$ cat config.mk
export PLATFORM = sky130hd
export DESIGN_NAME = md_feed_decoder
export DESIGN_NICKNAME = d
export VERILOG_FILES = /design/src/rtl/md_feed_decoder.sv
export SDC_FILE = /design/constraint.sdc
export NUM_CORES = 1
export LEC_CHECK = 0
export ABC_CLOCK_PERIOD_IN_PS = 2020
export BUFFER_PORTS_ARGS = -buffer_cell sky130_fd_sc_hd__buf_4
export CAP_MARGIN = 10
export CORE_MARGIN = 8
export CORE_UTILIZATION = 35
export CTS_CLUSTER_SIZE = 25
export DETAILED_ROUTE_END_ITERATION = 10
export GPL_TIMING_DRIVEN = 0
export SLEW_MARGIN = 20
export SYNTH_ARGS = -nofsm -noshare
export SYNTH_HDL_FRONTEND = slang
export SYNTH_SLANG_ARGS = --single-unit
export TNS_END_PERCENT = 50
$ cat constraint.sdc
create_clock -name clk -period 2.02 [get_ports clk]
set_clock_uncertainty 0.1 [all_clocks]
set_input_delay 0.404 -clock clk [delete_from_list [all_inputs] [get_ports clk]]
set_output_delay 0.404 -clock clk [all_outputs]
set_load 0.02 [all_outputs]
$ cat src/rtl/md_feed_decoder.sv
// md_feed_decoder: turns the exchange byte stream into single-cycle
// top-of-book updates. Each 11-byte frame (sync, type, price, size, XOR)
// is validated; bad, corrupted, stalled or sentinel-priced frames are
// dropped and counted so they never reach the book.
module md_feed_decoder #(
  parameter int unsigned TIMEOUT_CYCLES = 1024,
  parameter logic [7:0]  SYNC_BYTE      = 8'hA5
) (
  input  logic        clk,
  input  logic        rst_n,
  input  logic        s_valid,
  input  logic [7:0]  s_data,
  output logic        s_ready,
  output logic        valid_out,
  output logic [31:0] price_out,
  output logic [31:0] size_out,
  output logic        side_out,
  output logic [15:0] frame_cnt,
  output logic [15:0] chk_err_cnt,
  output logic [15:0] bad_msg_cnt,
  output logic [15:0] timeout_cnt
);

  typedef enum logic [1:0] {HUNT, TYPE, BODY, CHK} state_t;

  localparam logic [7:0]  TYPE_BID  = 8'h42;
  localparam logic [7:0]  TYPE_ASK  = 8'h53;
  localparam logic [15:0] IDLE_LAST = 16'(TIMEOUT_CYCLES - 32'd1);

  state_t      state;
  logic [3:0]  idx;
  logic [63:0] shreg;
  logic [7:0]  xor_r;
  logic        side_r;
  logic [15:0] idle_cnt;
  logic        pend_valid;
  logic        accept;
  logic [31:0] cur_price;
  logic [31:0] cur_size;

  assign accept    = s_valid && s_ready;
  assign cur_price = shreg[63:32];
  assign cur_size  = shreg[31:0];

  function automatic logic [15:0] sat_inc(input logic [15:0] v);
    return (v == '1) ? v : v + 16'd1;
  endfunction

  // Frame FSM, idle timeout, error counters and registered book update.
  // A good frame is flagged on the edge accepting the checksum and
  // presented on the following edge; the shift register is untouched
  // while the next frame's sync/type bytes arrive, so it is read directly.
  always_ff @(posedge clk or negedge rst_n) begin
    if (!rst_n) begin
      state       <= HUNT;
      idx         <= '0;
      shreg       <= '0;
      xor_r       <= '0;
      side_r      <= 1'b0;
      idle_cnt    <= '0;
      pend_valid  <= 1'b0;
      s_ready     <= 1'b0;
      valid_out   <= 1'b0;
      price_out   <= '0;
      size_out    <= '0;
      side_out    <= 1'b0;
      frame_cnt   <= '0;
      chk_err_cnt <= '0;
      bad_msg_cnt <= '0;
      timeout_cnt <= '0;
    end else begin
      s_ready    <= 1'b1;
      valid_out  <= pend_valid;
      pend_valid <= 1'b0;
      if (pend_valid) begin
        price_out <= cur_price;
        size_out  <= cur_size;
        side_out  <= side_r;
        frame_cnt <= sat_inc(frame_cnt);
      end

      if (state == HUNT) begin
        idle_cnt <= '0;
        if (accept && s_data == SYNC_BYTE) state <= TYPE;
      end else if (accept) begin
        idle_cnt <= '0;
        case (state)
          TYPE: begin
            if (s_data == TYPE_BID || s_data == TYPE_ASK) begin
              side_r <= (s_data == TYPE_ASK);
              xor_r  <= s_data;
              idx    <= '0;
              state  <= BODY;
            end else begin
              bad_msg_cnt <= sat_inc(bad_msg_cnt);
              state       <= HUNT;
            end
          end
          BODY: begin
            shreg <= {shreg[55:0], s_data};
            xor_r <= xor_r ^ s_data;
            idx   <= idx + 4'd1;
            if (idx == 4'd7) state <= CHK;
          end
          CHK: begin
            if (xor_r != s_data)
              chk_err_cnt <= sat_inc(chk_err_cnt);
            else if (cur_price == '0 || cur_price == '1)
              bad_msg_cnt <= sat_inc(bad_msg_cnt);
            else
              pend_valid <= 1'b1;
            state <= HUNT;
          end
          default: state <= HUNT;
        endcase
      end else if (idle_cnt == IDLE_LAST) begin
        idle_cnt    <= '0;
        timeout_cnt <= sat_inc(timeout_cnt);
        state       <= HUNT;
      end else begin
        idle_cnt <= idle_cnt + 16'd1;
      end
    end
  end

endmodule

==> out/metrics.yaml <==
yosysTopAreaCell: "dfrtp_1"
hold_class: "input port to flop"
drtIter0Drc: 312
finalCriticalPeriod_ps: 2150
arrival_ps: 2500
crit_path_max_fanout: 5
cts_tree: "yes"
cts_htree_levels: 1
drt_pass1_iterations: 4
max_freq_ghz: 0.464
placed_area_um2: 11300
dp_hpwl_um: 15100
violations: "negative setup slack"
setup_viol: 50
clockBufferDepth: 3
fin_area_um2: 13500
synth-seq-area-share: 0.587
slew_viol_final: 0
grtUsageTotal: 0.133
mostFrequentLayoutCells: "dfrtp_1 (213), buf_4 (193), mux2_2 (83)"
cts-buffers-inserted: 25
coreArea_um2: 27500
synth_warnings: 0
gr-total-overflow: 0
start_kind: "flop"
die_w_um: 182
final_common_cell: "dfrtp_1"
fin_crit_sh: 1.07
netlist-cell-type-count: 50
drive_gt1_frac: 0.484
multi_input_area_um2: 4500
rows: 61
nFillCells: 2452
clock-sinks: 227
ys_ff_latch: 227
grt_max_degree: 94
vias: 6637
die_y_um: 182
final.setup.tns_ps: -1570
power.total_mw: 11.0
die_area_um2: 33200
antennaDiodeCount: 0
synth_area_leaders: "dfrtp_1 (59%), mux2_2 (15%), xor2_1 (4.4%)"
critical_path_class: "flop to flop"
ant_nets: 0
worstSkewPairLatency_ps: 520
nets: 1013
grt_pass1_wl_um: 36500
io_buffers: 140
grt_pass1_vias: 6774
relSlewSlack: 0.535
ir_drop_mv: 0.496
root_buffer: "clkbuf_16"
async_flop_share: 1.00
synth_edf_count: 0
rsz0062_at_grt: "true"
viasPerCell: 4.89
avgSynthCellArea_um2: 12.9
start_util: 0.352
register_area_um2: 5700
syn_nets: 774
synth_top_area_frac: 0.587
grt_antenna_before_repair: 0
drv_cap: 0
hold_viol: 0
drc_errors: 0
end_kind: "flop"
status: "complete, but fails checks"
setup_ws_ps: -134
clk_pin_slew_worst_paths_ps: 60
wl_per_cell_um: 17.1
areaGrowthSynthToFinish_pct: 39.6
synth_area_um2: 9680
synthesis.instances: 752
routabilityCongestion: 0.767
p_leak_nw: 6.79
wirelength_um: 23200
hold_ws_ps: 76.9
synth_flop_cell: "dfrtp_1"
p_per_area_nw_per_um2: 811
io_pins: 142
required_ps: 2360
tightest_slew_ps: 698
critical path, cell delays in order, from the launching register on:
cell and delay [ps]:
dfrtp_1 420, nor4_1 310, nand4_1 170, or2_4 300, a31oi_4 250, buf_6 150, and4bb_2 240, xor2_1 150
synthesized netlist by cell type (3+ instances only):
| cell | count |
|---|---|
| nand3_1 | 33 |
| nor2_1 | 38 |
| ha_1 | 11 |
| and3_1 | 14 |
| nor3_1 | 10 |
| buf_2 | 7 |
| nand2_1 | 55 |
| clkbuf_1 | 13 |
| nand4_1 | 26 |
| inv_1 | 15 |
| nor2b_1 | 3 |
| xor2_1 | 49 |
| a21oi_1 | 3 |
| o21ai_0 | 4 |
| and4_1 | 5 |
| xnor2_1 | 41 |
| and2_1 | 5 |
| mux2_2 | 133 |
| nor4_1 | 20 |
| dfrtp_1 | 227 |
power breakdown:
part           total [mW]  switching [mW]  leakage, nW  internal (mW)
logic                1.25           0.620         3.28          0.631
registers            4.99           0.218         3.10           4.78
clock network        4.72            1.83        0.417           2.89
total                11.0            2.67         6.79           8.29
final timing paths:
| path | startpoint | endpoint | slack, ps | cells past startpoint |
|---|---|---|---|---|
| min reg2reg | pend_valid | valid_out | 360 | 0 |
| max | shreg[44] | bad_msg_cnt[3] | -130 | 7 |
| min | s_data[1] | shreg[1] | 80 | 2 |
| max in group asynchronous | rst_n | chk_err_cnt[1] | 720 | 3 |
| max reg2reg | shreg[44] | bad_msg_cnt[3] | -130 | 7 |
| min in group asynchronous | rst_n | size_out[22] | 270 | 2 |
metrics by stage:
step	setup WS (ps)	utilization	instances
global route	-248	0.492	1356
floorplan	-56.0	-	752
detailed placement	-544	0.411	1240
global placement	-1580	0.409	1238
CTS	-115	0.461	1314
finish	-134	0.492	1356
logic make-up after synthesis:
logic type               Yosys count  synth area share
multiplexers                     135             0.157
AND/OR/NAND/NOR                  231             0.129
flip-flops                       227             0.587
XOR/XNOR                          90            0.0815
AO/OA/AOI/OAI                     20            0.0150
adder cells (fa/ha/maj)           11            0.0142
other                              1          0.000388
buffers and inverters             37            0.0156
layer usage:
metal | up-vias | routed length (µm) | global-route usage
li1 | 3123 | - | -
met1 | 3356 | 10700 | 0.179
met2 | 123 | 10800 | 0.211
met3 | 35 | 1090 | 0.0296
met4 | 0 | 578 | 0.0390
met5 | - | 0 | 0
sequential cells by signal (all words and copies together) (netlist names):
register	count
idx	4
chk_err_cnt	16
pend_valid	1
idle_cnt	16
timeout_cnt	16
xor_r	8
price_out	32
state	2
bad_msg_cnt	16
valid_out	1
side_out	1
s_ready	1
shreg	64
frame_cnt	16
size_out	32
side_r	1
layout make-up:
class | instances | share of cell area
Buffer | 19 | 0.0155
Clock buffer | 37 | 0.0541
Clock inverter | 9 | 0.00954
Inverter | 15 | 0.00417
Multi-Input combinational cell | 489 | 0.333
Sequential cell | 227 | 0.422
Tap cell | 346 | 0.0320
Timing Repair Buffer | 214 | 0.130
what timing repair did:
item,CTS,global route
setup buffers,30,35
hold buffers,1,0
hold endpoints to repair,46,0
pin swaps,26,41
cloned,0,7
setup endpoints to repair,181,121
resized for setup,65,111
Note: power is estimated with default switching activity, not from simulation.
